$ cat config.mk
export PLATFORM = sky130hd
export DESIGN_NAME = sdram_arb2
export DESIGN_NICKNAME = d
export VERILOG_FILES = /design/src/rtl/sdram_arb2.sv
export SDC_FILE = /design/constraint.sdc
export NUM_CORES = 1
export LEC_CHECK = 0
export CAP_MARGIN = 40
export CORE_AREA = 3 3 126 128
export CTS_BUF_LIST = sky130_fd_sc_hd__clkbuf_4 sky130_fd_sc_hd__clkbuf_8
export CTS_CLUSTER_SIZE = 30
export DETAILED_ROUTE_END_ITERATION = 8
export DIE_AREA = 0 0 129 131
export MAX_ROUTING_LAYER = met4
export PLACE_DENSITY = 0.74
export SETUP_SLACK_MARGIN = 0.15
export SLEW_MARGIN = 0
export SYNTH_ARGS = -nofsm -noshare
export SYNTH_HDL_FRONTEND = slang
export SYNTH_SLANG_ARGS = --single-unit
$ cat constraint.sdc
create_clock -name clk -period 1.8 [get_ports clk]
set_input_delay 0.45 -clock clk [delete_from_list [all_inputs] [get_ports clk]]
set_output_delay 0.45 -clock clk [all_outputs]
set_load 0.03 [all_outputs]
$ cat src/rtl/sdram_arb2.sv
// Two-client round-robin arbiter in front of a toggle-handshake SDRAM controller.
// Each client owns a single pending slot; one transaction is in flight at a time.
module sdram_arb2 (
    input  logic        clk,
    input  logic        init_n,
    input  logic        c0_req,
    input  logic        c0_we,
    input  logic [20:0] c0_a,
    input  logic [1:0]  c0_ds,
    input  logic [15:0] c0_d,
    output logic        c0_busy,
    output logic        c0_valid,
    output logic [15:0] c0_q,
    input  logic        c1_req,
    input  logic        c1_we,
    input  logic [20:0] c1_a,
    input  logic [1:0]  c1_ds,
    input  logic [15:0] c1_d,
    output logic        c1_busy,
    output logic        c1_valid,
    output logic [15:0] c1_q,
    output logic        mem_req,
    input  logic        mem_ack,
    output logic        mem_we,
    output logic [20:0] mem_a,
    output logic [1:0]  mem_ds,
    output logic [15:0] mem_d,
    input  logic [15:0] mem_q
);

    typedef enum logic [1:0] {SYNC, IDLE, WAIT} state_t;

    state_t      state_q, state_d;

    // Per-client request inputs gathered into indexable form
    logic [1:0]  in_req;
    logic [1:0]  in_we;
    logic [20:0] in_a  [2];
    logic [1:0]  in_ds [2];
    logic [15:0] in_d  [2];

    // Pending slots, one per client
    logic [1:0]  pend_q, pend_d;
    logic [1:0]  swe_q, swe_d;
    logic [20:0] sa_q  [2];
    logic [20:0] sa_d  [2];
    logic [1:0]  sds_q [2];
    logic [1:0]  sds_d [2];
    logic [15:0] sd_q  [2];
    logic [15:0] sd_d  [2];

    // Client-facing results
    logic [15:0] cq_q  [2];
    logic [15:0] cq_d  [2];
    logic [1:0]  valid_q, valid_d;

    // Arbitration bookkeeping: who was served last, who is in flight now
    logic        last_q, last_d;
    logic        grant_q, grant_d;
    logic        gsel;

    // Controller-facing registers
    logic        mreq_q, mreq_d;
    logic        mwe_q, mwe_d;
    logic [20:0] ma_q, ma_d;
    logic [1:0]  mds_q, mds_d;
    logic [15:0] md_q, md_d;

    assign in_req   = {c1_req, c0_req};
    assign in_we    = {c1_we, c0_we};
    assign in_a[0]  = c0_a;
    assign in_a[1]  = c1_a;
    assign in_ds[0] = c0_ds;
    assign in_ds[1] = c1_ds;
    assign in_d[0]  = c0_d;
    assign in_d[1]  = c1_d;

    // Lone pending slot wins outright; on a tie the client not served last wins
    assign gsel = (pend_q == 2'b11) ? ~last_q : ~pend_q[0];

    assign c0_busy  = pend_q[0];
    assign c1_busy  = pend_q[1];
    assign c0_valid = valid_q[0];
    assign c1_valid = valid_q[1];
    assign c0_q     = cq_q[0];
    assign c1_q     = cq_q[1];
    assign mem_req  = mreq_q;
    assign mem_we   = mwe_q;
    assign mem_a    = ma_q;
    assign mem_ds   = mds_q;
    assign mem_d    = md_q;

    // Next-state logic: slot capture, issue on IDLE, completion on WAIT
    always_comb begin
        state_d = state_q;
        pend_d  = pend_q;
        swe_d   = swe_q;
        for (int i = 0; i < 2; i++) begin
            sa_d[i]  = sa_q[i];
            sds_d[i] = sds_q[i];
            sd_d[i]  = sd_q[i];
            cq_d[i]  = cq_q[i];
        end
        valid_d = 2'b00;
        last_d  = last_q;
        grant_d = grant_q;
        mreq_d  = mreq_q;
        mwe_d   = mwe_q;
        ma_d    = ma_q;
        mds_d   = mds_q;
        md_d    = md_q;

        // A busy client's strobe is ignored, including on its completion edge
        for (int i = 0; i < 2; i++) begin
            if (in_req[i] && !pend_q[i]) begin
                pend_d[i] = 1'b1;
                swe_d[i]  = in_we[i];
                sa_d[i]   = in_a[i];
                sds_d[i]  = in_ds[i];
                sd_d[i]   = in_d[i];
            end
        end

        case (state_q)
            SYNC: begin
                // Align the toggle pair with whatever level the controller holds
                mreq_d  = mem_ack;
                state_d = IDLE;
            end
            IDLE: begin
                if (|pend_q) begin
                    mwe_d   = swe_q[gsel];
                    ma_d    = sa_q[gsel];
                    mds_d   = sds_q[gsel];
                    md_d    = sd_q[gsel];
                    mreq_d  = ~mreq_q;
                    grant_d = gsel;
                    state_d = WAIT;
                end
            end
            WAIT: begin
                if (mem_ack == mreq_q) begin
                    pend_d[grant_q]  = 1'b0;
                    valid_d[grant_q] = 1'b1;
                    if (!swe_q[grant_q]) begin
                        cq_d[grant_q] = mem_q;
                    end
                    last_d  = grant_q;
                    state_d = IDLE;
                end
            end
            default: state_d = SYNC;
        endcase
    end

    // FSM state register
    always_ff @(posedge clk or negedge init_n) begin
        if (!init_n) begin
            state_q <= SYNC;
        end else begin
            state_q <= state_d;
        end
    end

    // Datapath registers: slots, results, arbitration and controller drive
    always_ff @(posedge clk or negedge init_n) begin
        if (!init_n) begin
            pend_q  <= 2'b00;
            swe_q   <= 2'b00;
            for (int i = 0; i < 2; i++) begin
                sa_q[i]  <= '0;
                sds_q[i] <= 2'b11;
                sd_q[i]  <= '0;
                cq_q[i]  <= '0;
            end
            valid_q <= 2'b00;
            last_q  <= 1'b1;
            grant_q <= 1'b0;
            mreq_q  <= 1'b0;
            mwe_q   <= 1'b0;
            ma_q    <= '0;
            mds_q   <= 2'b11;
            md_q    <= '0;
        end else begin
            pend_q  <= pend_d;
            swe_q   <= swe_d;
            for (int i = 0; i < 2; i++) begin
                sa_q[i]  <= sa_d[i];
                sds_q[i] <= sds_d[i];
                sd_q[i]  <= sd_d[i];
                cq_q[i]  <= cq_d[i];
            end
            valid_q <= valid_d;
            last_q  <= last_d;
            grant_q <= grant_d;
            mreq_q  <= mreq_d;
            mwe_q   <= mwe_d;
            ma_q    <= ma_d;
            mds_q   <= mds_d;
            md_q    <= md_d;
        end
    end

endmodule
==> results.cfg, run 1 <==
[detailed_routing]
vias_per_cell = 5.58
drc = 0
drt_iter0_drc = 318
wl_per_cell_um = 20.5
vias = 4751
dr.pass1.iters = 5
routed_wl_mm = 17.5
ant_nets = 0

[global_routing]
grt_pass1_wl_mm = 27.3
grt-ovfl-total = 0
grt_pass1_vias = 5105
grtUsageTotal = 0.217
grt_max_degree = 48
antenna_found_initial = 0

[power_and_ir_drop]
p_int_mw = 11.4
netSwitchingFraction = 0.376
power_density_nw_per_um2 = 1940
p_switching_mw = 6.86
power_mw = 18.2
seqPwrFrac = 0.361
leakagePower_nw = 3.91
p_comb_frac = 0.466
power_frac_clock = 0.173
ir_drop_uv = 865

[sta]
min_period_ns = 1.62
clock_skew_ns = 0.0124
final.setup.worst_slack_ns = 0.177
report.final.hold_viol_count = 0
setup_viol = 0
fmax_mhz = 616
slew-limit-headroom = 0.764
setup_tns_ns = 0
hold_slack_ns = 0.458
drv_slew = 0
fin_crit_sh = 0.901
max_slew.worst_pin.slew_ns = 0.354
rsz0062_at_grt = yes

[outcome]
status = complete, no violations

[finish]
layout_commonest_cell = dfrtp_1
seqCellArea_um2 = 4040
multi_input_area_um2 = 2440
layout_common_cells = dfrtp_1, mux2_2, clkdlybuf4s50_1, clkdlybuf4s15_2
nNetsFinal = 751
area_delta_synth_final_pct = 41.5
final_util = 0.627
layout-drive-gt1-share = 0.415
fill_cells = 1141
antennaDiodeCount = 0

[synthesis]
synth_nets = 565
avgSynthCellArea_um2 = 14.3
synth_area_um2 = 6640
seq_area_frac_synth = 0.608
synth_top_area_cell = dfrtp_1
synth_top_area_frac = 0.581
ys_seq_elements = 161
yosys_warnings = 0
synth_area_leaders = dfrtp_1, mux2_2, a2bb2oi_1, a311oi_1, o21ai_0
ys_types = 28
syn_inst = 464

[critical_path]
cp_cell_sequence = buf_4
worstPathMaxFanout = 2
cp_data_arrival_time_ns = 1.17
worstRegToRegCells = 4
crit_family = flip-flops
end_kind = output pin
r2r_end = c0_q[14]
crit_buf_inv = 1
startpoint_type = flip-flop
worst_path_max_delay_cell = dfstp_2
cpPeakStageDelay_ns = 0.56
cp.required_ns = 1.35
r2r_setup_slack_ns = 0.27
path_class = flip-flop to output pin
rr_startpoint = state_q[0]

[floorplan]
io_pins = 178
die_w_um = 129
die_area_um2 = 16900
rows = 45
initial_utilization = 0.443
core_region_area_um2 = 15000
die_h_um = 131

[place]
globalplace.congestion = 0.807
preCtsSetupSlack_ns = -0.247
hpwlAfterDp_mm = 12.0
port_buffers = 177

[run]
drv_cap = 0

[clock_network]
cts-buffers-inserted = 17
clk_pin_slew_ns = 0.09
clockBufferDepth = 2
cts.sinks = 161
cts_htree_levels = 4
clkLatencyLatePin_ns = 0.45
root_buffer = clkbuf_8
cts_tree = done

[worst_hold_path]
hold_class = primary input to asynchronous set/reset pin
## kinds of logic (layout without fill, tap and decap cells)
kind of cell,count (synthesis),count (layout),synth area share
DFF,161,161,0.608
AOI/OAI and AO/OA,128,128,0.145
xor gates and xnor gates,1,1,0.00245
buffers and inverters,44,243,0.0296
muxes,113,113,0.197
and+or+nand+nor,17,17,0.0172
## how the worst max path moves through the flow
stage / start / to / slack, ns / cells after the start
3_3_place_gp: mem_ack / c1_q[4] / -0.19 / 4
3_5_place_dp: mem_ack / c1_q[1] / -0.25 / 4
5_1_grt: mem_ds[0] / mem_ds[0] / 0.13 / 1
6_report: mem_ds[0] / mem_ds[0] / 0.18 / 1
4_1_cts: mem_ds[0] / mem_ds[0] / 0.10 / 1
2_1_floorplan: mem_req / c0_q[10] / 0.16 / 4
## layer usage
metal	GRT usage	wire length [um]	vias to the layer above
met5	-	0	-
met4	0.0772	288	0
met3	0.0484	900	22
met2	0.360	9250	159
met1	0.262	7010	2439
li1	-	-	2131
## power by group through the flow
stage          clock network (mW)  logic [mW]  registers, mW
2_1_floorplan                   0        3.83           7.99
3_3_place_gp                    0        8.51           6.56
3_5_place_dp                    0        8.75           6.63
4_1_cts                      3.22        8.60           6.58
5_1_grt                      3.38        9.09           6.79
6_report                     3.16        8.49           6.59
## layout make-up
cell class	instances	area share
sequential	161	0.430
multi-input combinational	259	0.260
timing repair buffer	208	0.232
clock buffer	23	0.0330
tap	188	0.0250
clock inverter	9	0.0186
inverter	3	0.00120
## cells in the mapped netlist, drive strengths merged
master / n
a21oi: 1
a2bb2oi: 40
a311oi: 40
a31oi: 1
and2b: 2
buf: 16
clkbuf: 25
dfrtp: 154
dfstp: 7
inv: 3
mux2: 113
nand2: 1
nand2b: 2
nand3: 1
nand4b: 1
nor2: 6
nor2b: 3
o21ai: 40
o22a: 3
o22ai: 2
o32a: 1
or2: 1
xnor2: 1
## flip-flops by register name, summed over array words and instances, names as in the netlist, 2 cells and up
name and cells:
sa_q 42, sd_q 32, mem_a 21, c0_q 16, c1_q 16, mem_d 16
sds_q 4, mem_ds 2, pend_q 2, state_q 2, swe_q 2, valid_q 2
## what timing repair did
action,4_1_cts,5_1_grt
hold buffers,1,0
endpoints found under the hold margin,26,0
buffers inserted,2,1
pin swaps,0,1
resized for setup,237,20
endpoints found under the setup margin,77,25
## stage by stage
step	instance area, um2	cells
2_1_floorplan	6640	464
3_3_place_gp	8820	815
3_5_place_dp	8820	815
4_1_cts	9430	850
5_1_grt	9390	851
6_report	9390	851
No activity file was read; power rests on OpenSTA's default activity.
==> run 2, diff against run 1 <==
==> constraint.sdc (replaced) <==
create_clock -name clk -period 1.8 [get_ports clk]
set_input_delay 0.45 -clock clk [delete_from_list [all_inputs] [get_ports clk]]
set_output_delay 0.45 -clock clk [all_outputs]
set_load 0.05 [all_outputs]
==> run 2 against run 1 <==
Against the previous run:
- first-iteration DRC count shrank 35%
- clock power shrank 13%
- routed wire length decreased by 1.9%
- largest power group unchanged
- clock skew decreased by 0.00067 ns
- combinational power is 17% higher
- cell area fell by 1.6%
- register-to-register slack worse by 0.02 ns
- largest cell class unchanged
- sequential power is essentially flat
- power up 5.7%
==> results.cfg, run 2 (same netlist as run 1, synthesis figures left out) <==
[outcome]
status = complete, no violations

[detailed_routing]
vias_per_cell = 5.53
drt_iter0_drc = 206
routed_wl_mm = 17.1
drc = 0
vias = 4770
wl_per_cell_um = 19.8
ant_nets = 0
dr.pass1.iters = 4

[sta]
hold_slack_ns = 0.498
final.setup.worst_slack_ns = 0.186
slew-limit-headroom = 0.665
fin_crit_sh = 0.897
setup_viol = 0
report.final.hold_viol_count = 0
drv_slew = 0
clock_skew_ns = 0.0118
min_period_ns = 1.61
max_slew.worst_pin.slew_ns = 0.502
rsz0062_at_grt = yes
fmax_mhz = 620

[finish]
layout_common_cells = dfrtp_1, buf_4, mux2_2, clkdlybuf4s50_1
nNetsFinal = 763
area_delta_synth_final_pct = 39.2
fill_cells = 1137
largest_reg_flops = 42
layout-drive-gt1-share = 0.427
final_util = 0.617
top_register = sa_q
antennaDiodeCount = 0
layout_commonest_cell = dfrtp_1

[floorplan]
initial_utilization = 0.443
die_w_um = 129
rows = 45
core_region_area_um2 = 15000
die_area_um2 = 16900
io_pins = 178
die_h_um = 131

[global_routing]
grt_pass1_vias = 5102
grtUsageTotal = 0.211
grt_pass1_wl_mm = 26.5
grt_max_degree = 53
grt-ovfl-total = 0
antenna_found_initial = 0

[place]
port_buffers = 177
preCtsSetupSlack_ns = -0.239
hpwlAfterDp_mm = 12.2
globalplace.congestion = 0.870

[clock_network]
clockBufferDepth = 2
cts-buffers-inserted = 17
cts_tree = done
root_buffer = clkbuf_8
cts_htree_levels = 4
cts.sinks = 161
clkLatencyLatePin_ns = 0.45
clk_pin_slew_ns = 0.08

[critical_path]
r2r_setup_slack_ns = 0.25
worstPathMaxFanout = 2
cp.required_ns = 1.35
critPathLaunch = mem_ds[0]
cp_data_arrival_time_ns = 1.16
cp_cell_sequence = buf_12
worst_path_max_delay_cell = dfstp_2
cp.depth = 1
cpPeakStageDelay_ns = 0.57
end_kind = output pin
crit_buf_inv = 1
path_class = flip-flop to output pin
r2r_end = c0_q[6]
crit_family = flip-flops
startpoint_type = flip-flop
rr_startpoint = state_q[0]
critPathCapture = mem_ds[0]
worstRegToRegCells = 4

[power_and_ir_drop]
ir_drop_uv = 1390
power_density_nw_per_um2 = 2090
leakagePower_nw = 3.98

[run]
drv_cap = 0

[worst_hold_path]
hold_class = flip-flop to flip-flop
run 2: cell count changes in the layout (fill, tap and decap cells not counted), sizes merged:
| cell | change |
|---|---|
| buf | +75 |
| bufinv | -2 |
| clkbuf | -2 |
| clkdlybuf4s15 | -63 |
| clkinv | +5 |
| clkinvlp | -1 |
run 2: how the worst min path moves through the flow:
stage	startpoint	end	slack, ns	cells past startpoint
floorplan	init_n	c0_q[0]	0.15	0
global placement	init_n	sd_q[0]	0.44	1
detailed placement	init_n	sd_q[4]	0.44	1
CTS	sds_q[1]	mem_ds[1]	0.50	2
global route	sds_q[1]	mem_ds[1]	0.52	2
finish	sds_q[1]	mem_ds[1]	0.50	2
run 2: cell type report:
| class | instances | area, um2 | share of cell area |
|---|---|---|---|
| inverters | 3 | 11.3 | 0.00122 |
| flip-flops and latches | 161 | 4040 | 0.437 |
| clock buffers | 21 | 277 | 0.0299 |
| well taps | 188 | 235 | 0.0255 |
| clock inverters | 11 | 136 | 0.0148 |
| repair buffers | 220 | 2090 | 0.227 |
| multi-input cells | 259 | 2440 | 0.265 |
run 2: routing by layer:
layer / global-route usage / share of wire / vias up
met2: 0.351 / 0.52 / 143
met4: 0.0766 / 0.021 / 0
li1: - / - / 2154
met5: - / 0 / -
met3: 0.0455 / 0.050 / 29
met1: 0.256 / 0.41 / 2444
run 2: timing repair:
action                     4_1_cts  5_1_grt
cloned                           0        0
pin swaps                        0        2
hold buffers                     1        0
gates resized for setup          3        2
buffers inserted                 1        9
hold endpoints to repair        38        0
setup endpoints to repair        5       21
run 2: stage by stage:
stage	total power, mW	cell area (um2)	setup TNS (ns)	instances
floorplan	13.1	6640	0	464
global placement	16.2	8710	-6.26	820
detailed placement	16.5	8710	-8.65	820
CTS	19.3	9150	0	854
global route	20.3	9240	0	863
finish	19.3	9240	0	863
run 2: power breakdown:
group          switching, mW  internal (mW)
registers               1.11           5.51
logic                   5.75           4.16
clock network           1.27           1.46
